`src/rtl/tlu_pkg.sv`:
```
// Shared definitions for the TLU readout controller: FSM encoding,
// header field layout, flag bit positions and the queued trigger entry.
package tlu_pkg;

   // Controller states
   localparam logic [1:0] ST_IDLE  = 2'd0;
   localparam logic [1:0] ST_START = 2'd1;
   localparam logic [1:0] ST_WAIT  = 2'd2;
   localparam logic [1:0] ST_EMIT  = 2'd3;

   // Flag bit indices inside the 8-bit flags field
   localparam int FLAG_TIMEOUT = 0;
   localparam int FLAG_GAP     = 1;
   localparam int FLAG_OVF     = 2;

   // 64-bit header layout: id | flags | zero | timestamp
   localparam int HDR_ID_LSB    = 48;
   localparam int HDR_ID_W      = 16;
   localparam int HDR_FLAGS_LSB = 40;
   localparam int HDR_TS_LSB    = 0;
   localparam int HDR_TS_W      = 32;

   // One queued trigger: id, capture timestamp, gap flag, overflow-before flag
   typedef struct packed {
      logic [15:0] id;
      logic [31:0] ts;
      logic        gap;
      logic        ovf;
   } trig_entry_t;

   localparam int ENTRY_W = $bits(trig_entry_t);   // 50 bits

   // Saturating 16-bit increment used by the drop and timeout counters
   function automatic logic [15:0] sat_inc16(input logic [15:0] v);
      return (v == 16'hFFFF) ? v : v + 16'd1;
   endfunction

endpackage

```
`src/rtl/tlu_trig_fifo.sv`:
```
// Synchronous FIFO for pending triggers. The caller only asserts push when
// there is room (or a pop happens in the same cycle) and pop when non-empty.
// Read data is registered on pop and held until the next pop.
module tlu_trig_fifo #(
   parameter int DEPTH = 4,
   parameter int WIDTH = 50
) (
   input  logic                     CLK,
   input  logic                     RST_SYS,
   input  logic                     push,
   input  logic [WIDTH-1:0]         din,
   input  logic                     pop,
   output logic [WIDTH-1:0]         dout,
   output logic                     full,
   output logic                     empty,
   output logic [$clog2(DEPTH):0]   count
);

   localparam int AW = $clog2(DEPTH);
   localparam int CW = AW + 1;

   logic [WIDTH-1:0] mem [DEPTH];
   logic [AW-1:0]    wr_ptr_reg;
   logic [AW-1:0]    rd_ptr_reg;
   logic [CW-1:0]    count_reg;

   // Storage array, no reset so it maps onto block RAM
   always_ff @(posedge CLK) begin
      if (push) mem[wr_ptr_reg] <= din;
   end

   // Registered read; on a full push+pop the old slot contents are read first
   always_ff @(posedge CLK or posedge RST_SYS) begin
      if (RST_SYS)  dout <= '0;
      else if (pop) dout <= mem[rd_ptr_reg];
   end

   // Pointer and occupancy bookkeeping
   always_ff @(posedge CLK or posedge RST_SYS) begin
      if (RST_SYS) begin
         wr_ptr_reg <= '0;
         rd_ptr_reg <= '0;
         count_reg  <= '0;
      end else begin
         if (push) wr_ptr_reg <= wr_ptr_reg + AW'(1);
         if (pop)  rd_ptr_reg <= rd_ptr_reg + AW'(1);
         count_reg <= count_reg + CW'(push) - CW'(pop);
      end
   end

   assign full  = (count_reg == CW'(DEPTH));
   assign empty = (count_reg == '0);
   assign count = count_reg;

endmodule

```
`src/rtl/tlu_readout_ctrl.sv`:
```
// Trigger-driven readout sequencer: queues TLU triggers with a timestamp,
// launches and supervises one readout per trigger, emits a 64-bit header
// per event and drives the busy/veto back to the TLU handshake.
module tlu_readout_ctrl
   import tlu_pkg::*;
#(
   parameter int FIFO_DEPTH     = 4,
   parameter int TIMEOUT_CYCLES = 65535
) (
   input  logic        CLK,
   input  logic        RST_SYS,
   input  logic        EN,
   input  logic        TRIG_VALID,
   input  logic [15:0] TRIG_ID,
   output logic        RO_START,
   input  logic        RO_DONE,
   output logic        HDR_VALID,
   input  logic        HDR_READY,
   output logic [63:0] HDR_DATA,
   output logic        DAQ_BUSY,
   output logic [15:0] OVF_CNT,
   output logic [15:0] TMO_CNT
);

   localparam int CW = $clog2(FIFO_DEPTH) + 1;
   localparam int TW = $clog2(TIMEOUT_CYCLES + 1);

   logic [1:0]         state_reg;
   logic [31:0]        ts_reg;
   logic [15:0]        prev_id_reg;
   logic               have_prev_reg;
   logic               ovf_sticky_reg;
   logic [15:0]        ovf_cnt_reg;
   logic [15:0]        tmo_cnt_reg;
   logic [TW-1:0]      wait_cnt_reg;
   logic [63:0]        hdr_data_reg;
   logic               daq_busy_reg;

   logic               trig_acc;
   logic               pop_en;
   logic               push_en;
   logic               gap;
   logic               tmo_hit;
   trig_entry_t        entry_in;
   trig_entry_t        head;
   logic [ENTRY_W-1:0] fifo_dout;
   logic               fifo_full;
   logic               fifo_empty;
   logic [CW-1:0]      fifo_count;
   logic [CW-1:0]      count_next;
   logic [63:0]        hdr_next;

   assign trig_acc = EN && TRIG_VALID;
   assign pop_en   = (state_reg == ST_IDLE) && EN && !fifo_empty;
   // A pop in the same cycle frees a slot, so a full queue still accepts
   assign push_en  = trig_acc && (!fifo_full || pop_en);
   assign gap      = have_prev_reg && (TRIG_ID != prev_id_reg + 16'd1);
   assign entry_in = {TRIG_ID, ts_reg, gap, ovf_sticky_reg};
   assign head     = fifo_dout;
   assign tmo_hit  = (state_reg == ST_WAIT) && !RO_DONE &&
                     (wait_cnt_reg == TW'(TIMEOUT_CYCLES - 1));
   assign count_next = fifo_count + CW'(push_en) - CW'(pop_en);

   tlu_trig_fifo #(
      .DEPTH (FIFO_DEPTH),
      .WIDTH (ENTRY_W)
   ) u_fifo (
      .CLK     (CLK),
      .RST_SYS (RST_SYS),
      .push    (push_en),
      .din     (entry_in),
      .pop     (pop_en),
      .dout    (fifo_dout),
      .full    (fifo_full),
      .empty   (fifo_empty),
      .count   (fifo_count)
   );

   // Header word for the event finishing in this WAIT cycle
   always_comb begin
      hdr_next = '0;
      hdr_next[HDR_ID_LSB +: HDR_ID_W]      = head.id;
      hdr_next[HDR_FLAGS_LSB + FLAG_TIMEOUT] = tmo_hit;
      hdr_next[HDR_FLAGS_LSB + FLAG_GAP]     = head.gap;
      hdr_next[HDR_FLAGS_LSB + FLAG_OVF]     = head.ovf;
      hdr_next[HDR_TS_LSB +: HDR_TS_W]      = head.ts;
   end

   // Free-running timestamp
   always_ff @(posedge CLK or posedge RST_SYS) begin
      if (RST_SYS) ts_reg <= '0;
      else         ts_reg <= ts_reg + 32'd1;
   end

   // Trigger bookkeeping: id continuity, drop counting, overflow marker
   always_ff @(posedge CLK or posedge RST_SYS) begin
      if (RST_SYS) begin
         prev_id_reg    <= '0;
         have_prev_reg  <= 1'b0;
         ovf_sticky_reg <= 1'b0;
         ovf_cnt_reg    <= '0;
      end else if (trig_acc) begin
         prev_id_reg   <= TRIG_ID;
         have_prev_reg <= 1'b1;
         if (push_en) begin
            ovf_sticky_reg <= 1'b0;
         end else begin
            ovf_sticky_reg <= 1'b1;
            ovf_cnt_reg    <= sat_inc16(ovf_cnt_reg);
         end
      end else if (!EN) begin
         have_prev_reg <= 1'b0;
      end
   end

   // Readout sequencing, timeout supervision and header capture
   always_ff @(posedge CLK or posedge RST_SYS) begin
      if (RST_SYS) begin
         state_reg    <= ST_IDLE;
         wait_cnt_reg <= '0;
         hdr_data_reg <= '0;
         tmo_cnt_reg  <= '0;
      end else begin
         case (state_reg)
            ST_IDLE: begin
               if (pop_en) state_reg <= ST_START;
            end
            ST_START: begin
               state_reg    <= ST_WAIT;
               wait_cnt_reg <= '0;
            end
            ST_WAIT: begin
               if (RO_DONE || tmo_hit) begin
                  state_reg    <= ST_EMIT;
                  hdr_data_reg <= hdr_next;
               end else begin
                  wait_cnt_reg <= wait_cnt_reg + TW'(1);
               end
               if (tmo_hit) tmo_cnt_reg <= sat_inc16(tmo_cnt_reg);
            end
            ST_EMIT: begin
               if (HDR_READY) state_reg <= ST_IDLE;
            end
            default: state_reg <= ST_IDLE;
         endcase
      end
   end

   // Veto when the queue is nearly full or the run is disabled
   always_ff @(posedge CLK or posedge RST_SYS) begin
      if (RST_SYS) daq_busy_reg <= 1'b1;
      else         daq_busy_reg <= (count_next >= CW'(FIFO_DEPTH - 1)) || !EN;
   end

   assign RO_START  = (state_reg == ST_START);
   assign HDR_VALID = (state_reg == ST_EMIT);
   assign HDR_DATA  = hdr_data_reg;
   assign DAQ_BUSY  = daq_busy_reg;
   assign OVF_CNT   = ovf_cnt_reg;
   assign TMO_CNT   = tmo_cnt_reg;

endmodule

```
`config.mk`:
```
export PLATFORM = sky130hd
export DESIGN_NAME = tlu_readout_ctrl
export DESIGN_NICKNAME = d
export VERILOG_FILES = /design/src/rtl/tlu_pkg.sv /design/src/rtl/tlu_trig_fifo.sv /design/src/rtl/tlu_readout_ctrl.sv
export SDC_FILE = /design/constraint.sdc
export NUM_CORES = 1
export LEC_CHECK = 0
export ABC_AREA = 1
export ABC_CLOCK_PERIOD_IN_PS = 6500
export BUFFER_PORTS_ARGS = -buffer_cell sky130_fd_sc_hd__buf_4
export CELL_PAD_IN_SITES_DETAIL_PLACEMENT = 1
export CELL_PAD_IN_SITES_GLOBAL_PLACEMENT = 2
export CORE_ASPECT_RATIO = 0.7
export CORE_MARGIN = 4
export CORE_UTILIZATION = 40
export DETAILED_ROUTE_END_ITERATION = 10
export GPL_TIMING_DRIVEN = 0
export HOLD_SLACK_MARGIN = 0.03
export PLACE_DENSITY_LB_ADDON = 0.1
export SLEW_MARGIN = 20
export SYNTH_ARGS = -nofsm -noshare
export SYNTH_HDL_FRONTEND = slang
export SYNTH_SLANG_ARGS = --single-unit
export TNS_END_PERCENT = 10
```
`constraint.sdc`:
```
create_clock -name CLK -period 6.5 [get_ports CLK]
set_input_delay 0.325 -clock CLK [delete_from_list [all_inputs] [get_ports CLK]]
set_output_delay 0.325 -clock CLK [all_outputs]
set_load 0.05 [all_outputs]
```
Yosys cells after proc, flatten, opt, wreduce, memory -nomap -nowiden:

Memories as Yosys holds them, arrays and structs flattened. A register that Yosys moved wholly into a read port is not among the register bits.
Cells that the tools add are included.

* word-level logic and storage cells: 73
* memories kept: 1
* memory bits (writable): 200
* register bits after elaboration: 159
* bits of input ports: 22
* output and inout bits: 99

* eq/ne operators: 13
* multiplexer cells: 11
* bitwise operators: 3
* $add $sub $neg: 9
* reductions and logical operators: 22
* magnitude comparators: 1

Memory list
* u_fifo.mem: depth 4, width 50, rd ports 1, clocked after memory_dff 1, write ports 1, line tlu_trig_fifo.sv:22 `logic [WIDTH-1:0] mem [DEPTH];`

Operators by type and width (number)
* adder 16 x 1 -> 16 bit (second input constant): 4
* == test 16 bit (second input constant): 3
* adder 32 x 1 -> 32 bit (second input constant): 1
* case mux 16 bit (2 select lines): 1
* two-way mux 16 bit: 1
* != test 16 bit: 1
* AND reduction 3 bit: 3
* case mux 2 bit (4 select lines): 1
* logical AND 1 bit: 7
* two-way mux 2 bit: 3
* != test 2 x 1 -> 1 bit (second input constant): 3
* two-way mux 1 bit: 5
* adder 2 x 1 -> 2 bit (second input constant): 2
* == test 2 bit (second input constant): 2
* logical NOT 1 bit: 4
* != test 2 bit (second input constant): 2
* AND reduction 2 bit: 2
* adder 3 x 1 -> 3 bit: 1
* == test 3 bit (second input constant): 1
* >= comparator 3 x 2 -> 1 bit (second input constant): 1
* logical NOT 3 bit: 1
* logical OR 1 bit: 3
* inverter 1 bit: 3
* subtractor 3 x 1 -> 3 bit: 1
* 3 further kinds: 3

Longest topological paths before layout:

Gate-level depths: netlist of run 1.

* depth after elaboration: 9
* mapped depth: 15
* depth with buffers taken out: 13

Cells and area by module:

Synthesis of run 1 repeated with hierarchy kept, for this count alone.

* cell total of the unflattened synthesis: 2012
* area total of the unflattened synthesis: 18665.4 µm²

Modules (own cells, without submodules)
* tlu_trig_fifo: area each 10622.7 µm², cells an instance 1036, times used 1, seq. area each 7432.1 µm²
* tlu_readout_ctrl: area each 8042.7 µm², cells an instance 976, times used 1, seq. area each 3804.9 µm²

Worst setup path before layout of run 1:

No wires, ideal clock.

* kind: reg-to-reg
* from: reg state_reg[0]
* to: mem u_fifo.mem[0][0] (enable)
* cell stages (with the launch flop): 7
* library setup time: 0.458 ns
* required time: 6.042 ns
* arrival time: 3.102 ns
* period minus slack after synthesis: 3.560 ns
* path slack: 2.940 ns
* buffers on the path: 0
* cells stage by stage: dfrtp_1 > inv_1 > ha_1 > nand3_1 > nand3_1 > nand2_2 > nor2_1

* word-level cells in the longest chain between the ends: 7

RTL lines
* start: declaration: line tlu_readout_ctrl.sv:28 `logic [1:0] state_reg;`
* start signal: assignment: line tlu_readout_ctrl.sv:119 `state_reg <= ST_IDLE;`
* start signal: assignment: line tlu_readout_ctrl.sv:126 `if (pop_en) state_reg <= ST_START;`
* start signal: assignment: line tlu_readout_ctrl.sv:129 `state_reg <= ST_WAIT;`
* logical NOT 2 bit: line tlu_readout_ctrl.sv:54 `assign pop_en = (state_reg == ST_IDLE) && EN && !fifo_empty;`
* logical AND 1 bit (2 in series): line tlu_readout_ctrl.sv:54
* logical OR 1 bit: line tlu_readout_ctrl.sv:56 `assign push_en = trig_acc && (!fifo_full || pop_en);`
* logical AND 1 bit: line tlu_readout_ctrl.sv:56
* two-way mux 1 bit: line tlu_trig_fifo.sv:29 `if (push) mem[wr_ptr_reg] <= din;`
* two-way mux 1 bit (not written as such): line tlu_trig_fifo.sv:29
* end: declaration: line tlu_trig_fifo.sv:22

Every way passes these cells.

Worst setup path after layout of run 1:

* from: reg state_reg[1]
* to: reg daq_busy_reg (netlist: DAQ_BUSY)

* word-level cells in the longest chain between the ends: 9

RTL lines
* logical NOT 2 bit *: line tlu_readout_ctrl.sv:54
* logical AND 1 bit * (2 in series): line tlu_readout_ctrl.sv:54
* via pop_en: line tlu_readout_ctrl.sv:40 `logic pop_en;`
* logical OR 1 bit: line tlu_readout_ctrl.sv:56
* logical AND 1 bit: line tlu_readout_ctrl.sv:56
* adder 3 x 1 -> 3 bit: line tlu_readout_ctrl.sv:62 `assign count_next = fifo_count + CW'(push_en) - CW'(pop_en);`
* subtractor 3 x 1 -> 3 bit *: line tlu_readout_ctrl.sv:62
* via count_next[2]: line tlu_readout_ctrl.sv:50 `logic [CW-1:0] count_next;`
* >= comparator 3 x 2 -> 1 bit *: line tlu_readout_ctrl.sv:152 `else daq_busy_reg <= (count_next >= CW'(FIFO_DEPTH - 1)) || !EN;`
* logical OR 1 bit *: line tlu_readout_ctrl.sv:152
* end signal: assignment: line tlu_readout_ctrl.sv:152
* end: declaration: line tlu_readout_ctrl.sv:37 `logic daq_busy_reg;`

Mark *: on every way through the listed nets, which the timed path passes. The rest lies on a longest branch.
A chain may end at the register's enable or synchronous reset.

==> results of run 1 <==
[kinds of logic after synthesis]
family	count (synthesis)
flip-flops	409
AND/OR/NAND/NOR	674
other	1
adder cells (fa/ha/maj)	18
XOR/XNOR	85
AO/OA/AOI/OAI	248
buffers and inverters	221
[path summary, 6_finish.rpt]
kind | start | to | slack (ns) | cells past startpoint
hold reg to reg | HDR_DATA[18] | HDR_DATA[18] | 0.49 | 2
setup reg to reg | state_reg[1] | DAQ_BUSY | 3.06 | 15
max in group asynchronous | RST_SYS | HDR_DATA[5] | 4.97 | 5
hold / removal | TRIG_ID[13] | u_fifo.mem[3][47] | 0.06 | 1
min in group asynchronous | RST_SYS | OVF_CNT[2] | 0.32 | 3
setup / recovery | state_reg[1] | DAQ_BUSY | 3.06 | 15
[repair_timing]
action | 4_1_cts | 5_1_grt
resized for setup | 0 | 0
hold buffers | 17 | 0
endpoints found under the hold margin | 106 | 0
[area by class of cell]
type | count | area, sq um | area share
sequential | 409 | 11200 | 0.534
multi-input combinational | 1038 | 5510 | 0.262
timing repair buffer | 134 | 1210 | 0.0575
clock buffer | 63 | 1190 | 0.0566
tap | 594 | 743 | 0.0353
inverter | 145 | 554 | 0.0263
buffer | 76 | 434 | 0.0206
clock inverter | 17 | 175 | 0.00832
[synth_stat cells, types with 2 or more instances]
cell type    n  share of area
xnor2_1     27          0.013
xor2_1      58          0.029
nand3b_1     4         0.0017
nor3_1      21         0.0060
edfxtp_1   200           0.34
o21ai_2     41          0.020
nor4_1       4         0.0014
inv_1      135          0.029
ha_1        17          0.012
clkbuf_1    39         0.0083
nor3_2       5         0.0028
nor2_2       5         0.0018
buf_2       11         0.0031
o21ai_0     98          0.028
nand4_1     22         0.0078
a21oi_1      3        0.00085
buf_6       11         0.0070
o32ai_1     50          0.025
nand2_1    323          0.069
o21bai_1     3         0.0013
nand3_1     43          0.012
o21ai_1     42          0.012
buf_4       14         0.0060
nor2_1     230          0.049
nor3b_1      2        0.00085
nand2_2      6         0.0021
a31oi_1      4         0.0014
o22ai_1      4         0.0014
inv_2        8         0.0017
dfrtp_1    208           0.29
[power breakdown]
part | switching [uW] | total [uW] | internal (uW) | leakage, uW
logic | 2120 | 3020 | 900 | 0.00359
clock network | 1030 | 2420 | 1400 | 0.000662
registers | 245 | 3460 | 3220 | 0.00450
total | 3390 | 8910 | 5520 | 0.00875
[metal layers]
| layer | track usage | up-vias |
|---|---|---|
| met5 | 0 | - |
| met4 | 0.0393 | 0 |
| met3 | 0.0281 | 49 |
| met2 | 0.316 | 166 |
| met1 | 0.291 | 6166 |
| li1 | - | 5931 |
[critical path: cells and delay by family (launching register included)]
family,cells,cell delay [ns]
and+or+nand+nor,2,0.34
buffers and inverters,6,1.14
DFF,1,0.41
adders and majority gates,4,1.03
AOI/OAI and AO/OA,1,0.07
xor gates and xnor gates,2,0.40
[placed cells by master, fill, tap and decap left out, drive strengths merged, types with 5 or more instances in the layout]
cell type    instances
a21oi                5
buf                154
clkbuf             102
clkinv              13
conb                13
dfrtp              208
dlygate4sd3         17
edfxtp             200
ha                  17
inv                145
nand2              329
nand3               45
nand4               24
nor2               236
nor3                27
nor4                 5
o21ai              181
o32ai               50
xnor2               27
xor2                58
[through the flow]
step	hold WS, ns	setup slack [ns]
4_1_cts	0.0340	2.96
3_3_place_gp	0.467	-2.75
2_1_floorplan	0.368	0.467
3_5_place_dp	0.346	2.97
6_report	0.0646	3.06
5_1_grt	0.0319	2.80
==> impl_metrics.tcl, run 1 <==
set metrics [dict create \
    largest_reg_flops 200 \
    cts_inserted_buffers 43 \
    crit_path_max_incr_delay_ns 0.41 \
    io_pins 121 \
    synth_simple_gate_area_frac 0.161 \
    worstPathArrival_ns 3.93 \
    fin_worst_skew_ns 0.0144 \
    synth_area_per_cell_sq_um 10.7 \
    yosys_warnings 0 \
    outcome "finished, final reports clean" \
    irDropWorstVdd_mv 0.207 \
    slowest_stage "dfrtp_1" \
    cp_common_cell "inv_1" \
    wire_per_inst_um 18.6 \
    p_leak_uw 0.00875 \
    cts_setup_buffers 0 \
    highest_layer "met4" \
    grt.total_usage 0.197 \
    drcViolationCount 0 \
    utilization 0.483 \
    worstHoldPathType "input pin to flop" \
    vias_per_cell 4.97 \
    antenna_found_initial 1 \
    synth_enable_flop_cells 200 \
    grt_pass1_wl_mm 74.5 \
    clockBufferDepth 3 \
    num_rows 64 \
    synthAdderAreaFrac 0.0132 \
    fin_cells 2476 \
    grt_pass1_vias 13100 \
    clkLatencyLatePin_ns 0.55 \
    ys_seq_area_frac 0.637 \
    design_area_sq_um 21100 \
    synth_top_family_by_area "simple AND/OR/NAND/NOR gates" \
    yosys.area_share.xor_xnor 0.0422 \
    fin_setup_tns_ns 0 \
    dpl.hpwl_mm 31.7 \
    synth_ff_type "dfrtp_1" \
    wl_met2_mm 21.0 \
    num_antenna_cells 0 \
    total_power_uw 8910 \
    muxShareOfSynthArea 0 \
    postPlaceCellArea_sq_um 19500 \
    coreArea_sq_um 43600 \
    power_density_nw_per_um2 423 \
    worstSetupEndpointType "flop" \
    wirelength_mm 46.1 \
    start_util 0.405 \
    period_share 0.530 \
    htree_levels 2 \
    cts_tree "done" \
    finalCriticalPeriod_ns 3.44 \
    gp_congestion 0.789 \
    crit_chain "inv_1 -> ha_1 -> nand3_1 -> inv_1 -> buf_2 -> buf_2 -> ha_1 -> inv_1 -> ha_1 -> inv_1 -> fa_1 -> xnor2_1 -> xor2_1 -> a21oi_1 -> nand2_1" \
    die_x_um 259 \
    grt_max_degree 89 \
    cts.sink_count 409 \
    setup_violations 0 \
    area_delta_synth_final_pct 19.3 \
    synth-seq-cells 409 \
    layout.nets 1887 \
    hold_viol 0 \
    syn_area_sq_um 17700 \
    place_inst 2379 \
    drt-pass1-iter-count 4 \
    synth_cell_type_count 48 \
    crit_required_ns 6.99 \
    die_h_um 184 \
    cp_max_fo 10 \
    dieArea_sq_um 47600 \
    worst_slew_pin_slew_ns 0.769 \
    portBuffers 107 \
    wl_met1_mm 22.9 \
    path_clk_slew_ns 0.06 \
    crit_type "flop to flop" \
    largest-register "u_fifo.mem" \
    slew_violations 0 \
    root_buffer "clkbuf_16" \
    drt_iter0_markers 681 \
    rsz0062_at_grt "false" \
    layout.filler_cells 4774 \
    timing.fmax_ghz 0.290 \
    dr_total_vias 12300 \
    synth_compound_area_frac 0.0916 \
    relSlewSlack 0.487 \
    start_kind "flop" \
    maxCapViolations 0 \
    synthArstFlopShare 0.511 \
    wl_met3_mm 1.57 \
    grt_overflow 0 \
    syn_inst 1656 \
    antenna_left 0 \
    drive_gt1_frac 0.156 \
]
(Power assumes the default switching activity.)
==> inputs of run 2 (changes only) <==
--- a/config.mk
+++ b/config.mk
@@ -5,8 +5,8 @@
 export SDC_FILE = /design/constraint.sdc
 export NUM_CORES = 1
 export LEC_CHECK = 0
-export ABC_AREA = 1
-export ABC_CLOCK_PERIOD_IN_PS = 6500
+export ABC_AREA = 0
+export ABC_CLOCK_PERIOD_IN_PS = 2800
 export BUFFER_PORTS_ARGS = -buffer_cell sky130_fd_sc_hd__buf_4
 export CELL_PAD_IN_SITES_DETAIL_PLACEMENT = 1
 export CELL_PAD_IN_SITES_GLOBAL_PLACEMENT = 2
==> constraint.sdc (replaced) <==
create_clock -name CLK -period 2.8 [get_ports CLK]
set_input_delay 0.14 -clock CLK [delete_from_list [all_inputs] [get_ports CLK]]
set_output_delay 0.14 -clock CLK [all_outputs]
set_load 0.05 [all_outputs]
==> run 2 against run 1 <==
- critical path depth shrank 2
- cell area shrank 4.9%
- count of clock-buffer cells in the layout shrank 13
- maximum frequency grew 25%
- worst setup slack lost 3.0 ns
- global-route usage shrank 3.5 points
- utilization grew 0.66 points
- clock skew grew 0.0049 ns
- first-iteration DRC count shrank 33%
- via count shrank 26%
==> impl_metrics.tcl, run 2 <==
set metrics [dict create \
    outcome "finished, final reports clean" \
    num_antenna_cells 0 \
    io_pins 121 \
    worst_slew_pin_slew_ns 0.932 \
    relSlewSlack 0.379 \
    clkLatencyLatePin_ns 0.55 \
    synth_cell_type_count 64 \
    wire_per_inst_um 20.0 \
    synth_simple_gate_area_frac 0.0677 \
    final_cell_mix "dfrtp_1 (208), edfxtp_1 (200), buf_4 (121), mux2_2 (120), xnor2_1 (51)" \
    fin_cells 1780 \
    layout.filler_cells 3913 \
    crit_required_ns 3.27 \
    gp_congestion 0.724 \
    cts_tree "done" \
    drt-pass1-iter-count 4 \
    wirelength_mm 35.6 \
    slew_violations 0 \
    synth-seq-cells 409 \
    yosysMostFrequentCell "dfrtp_1" \
    grt_overflow 0 \
    place_inst 1682 \
    portBuffers 107 \
    worstSetupEndpointType "flop" \
    synth.top_cell.area_share 0.363 \
    drt_iter0_markers 459 \
    irDropWorstVdd_mv 0.648 \
    muxShareOfSynthArea 0.152 \
    syn_area_sq_um 16600 \
    worstHoldPathType "input pin to flop" \
    antenna_found_initial 0 \
    yosys-top-cells-count "dfrtp_1 (208), edfxtp_1 (200), mux2_2 (120)" \
    cts_inserted_buffers 42 \
    num_rows 62 \
    cts.sink_count 409 \
    period_share 0.984 \
    grt_pass1_vias 9722 \
    setup_violations 0 \
    die_x_um 251 \
    maxCapViolations 0 \
    synth_enable_flop_cells 200 \
    hold_viol 0 \
    dr_total_vias 9051 \
    finalCriticalPeriod_ns 2.76 \
    largest-register "u_fifo.mem" \
    cp_max_fo 5 \
    power_density_nw_per_um2 989 \
    area_delta_synth_final_pct 20.9 \
    layout_commonest_cell "dfrtp_1" \
    synth_area_per_cell_sq_um 16.4 \
    synthAdderAreaFrac 0.0141 \
    yosys_warnings 0 \
    synth_ff_type "dfrtp_1" \
    synth_top_family_by_area "multiplexers" \
    grt_max_degree 42 \
    p_leak_uw 0.00799 \
    drive_gt1_frac 0.323 \
    total_power_uw 19800 \
    synthArstFlopShare 0.511 \
    start_util 0.404 \
    coreArea_sq_um 41000 \
    yosys.area.top_type "edfxtp_1" \
    antenna_left 0 \
    setup_slack_ns 0.0444 \
    largest_reg_flops 200 \
    worstPathArrival_ns 3.22 \
    syn_inst 1007 \
    crit_type "flop to flop" \
    fin_worst_skew_ns 0.0193 \
    die_h_um 178 \
    grt_pass1_wl_mm 57.0 \
    vias_per_cell 5.08 \
    layout.nets 1243 \
    dpl.hpwl_mm 23.7 \
    synth_area_leaders "edfxtp_1 (36%), dfrtp_1 (31%), mux2_2 (8.2%), mux4_2 (6.8%), xnor2_1 (2.7%)" \
    hold_slack_ns 0.0919 \
    timing.fmax_ghz 0.363 \
    ys_seq_area_frac 0.678 \
    root_buffer "clkbuf_16" \
    synth_compound_area_frac 0.0224 \
    clockBufferDepth 3 \
    htree_levels 2 \
    start_kind "flop" \
    utilization 0.489 \
    path_clk_slew_ns 0.06 \
    rsz0062_at_grt "true" \
    dieArea_sq_um 44800 \
    drcViolationCount 0 \
    pre_cts_ws_ns -0.182 \
    grt.total_usage 0.163 \
    yosys.area_share.xor_xnor 0.0453 \
]
## run 2: layer usage
layer,up-vias,part of all wire,track usage
li1,4184,-,-
met2,136,0.45,0.250
met3,50,0.038,0.0259
met1,4681,0.49,0.244
met5,-,0,0
met4,0,0.020,0.0411
## run 2: critical path: stages (launching register included)
cell and delay (ns):
dfrtp_1 0.40, inv_1 0.12, ha_4 0.20, o311ai_4 0.11, buf_4 0.25, inv_1 0.09
ha_1 0.29, inv_1 0.06, ha_1 0.13, inv_1 0.05, fa_1 0.40, xnor2_2 0.16
xnor2_1 0.15, a211o_1 0.28
## run 2: final cells by class
type	count	area [sq um]	area share
Inverter	26	101	0.00506
Clock inverter	27	304	0.0152
Clock buffer	50	1110	0.0555
Multi-Input combinational cell	539	5100	0.255
Tap cell	544	681	0.0340
Timing Repair Buffer	140	1260	0.0631
Sequential cell	409	11200	0.561
Buffer	45	231	0.0116
## run 2: worst paths after layout
check | depth (start not counted) | slack (ns) | to | startpoint
min reg2reg | 1 | 0.49 | TMO_CNT[7] | TMO_CNT[7]
min in group asynchronous | 3 | 0.21 | wait_cnt_reg[0] | RST_SYS
max | 13 | 0.04 | DAQ_BUSY | state_reg[1]
max in group asynchronous | 6 | 1.58 | OVF_CNT[0] | RST_SYS
min | 4 | 0.09 | state_reg[0] | HDR_READY
max reg2reg | 13 | 0.04 | DAQ_BUSY | state_reg[1]
## run 2: where the power goes
part	internal (uW)	total, uW	switching (uW)	leakage (uW)
logic	2490	5920	3430	0.00282
clock network	3410	5780	2370	0.000686
registers	7510	8110	608	0.00449
## run 2: cells by family (layout without fill, tap and decap cells)
kind of cell,Yosys count,count (layout)
AOI/OAI and AO/OA,55,55
xor gates and xnor gates,84,84
adders and majority gates,18,18
buffers and inverters,71,288
DFF,409,409
muxes,174,174
other,1,13
and+or+nand+nor,195,195
## run 2: stage by stage
step / instance area, sq um / setup TNS [ns]
after global routing: 20000 / -0.196
final: 20000 / 0
after global placement: 18100 / -648.65
after CTS: 20000 / -0.00984
after floorplan: 16600 / -11.11
after detailed placement: 18400 / -1.32
## run 2: repair_timing
action,4_1_cts,5_1_grt
endpoints found under the setup margin,12,10
setup buffers,0,0
hold buffers,21,0
cloned,0,0
hold endpoints to repair,147,0
gates resized for setup,3,3
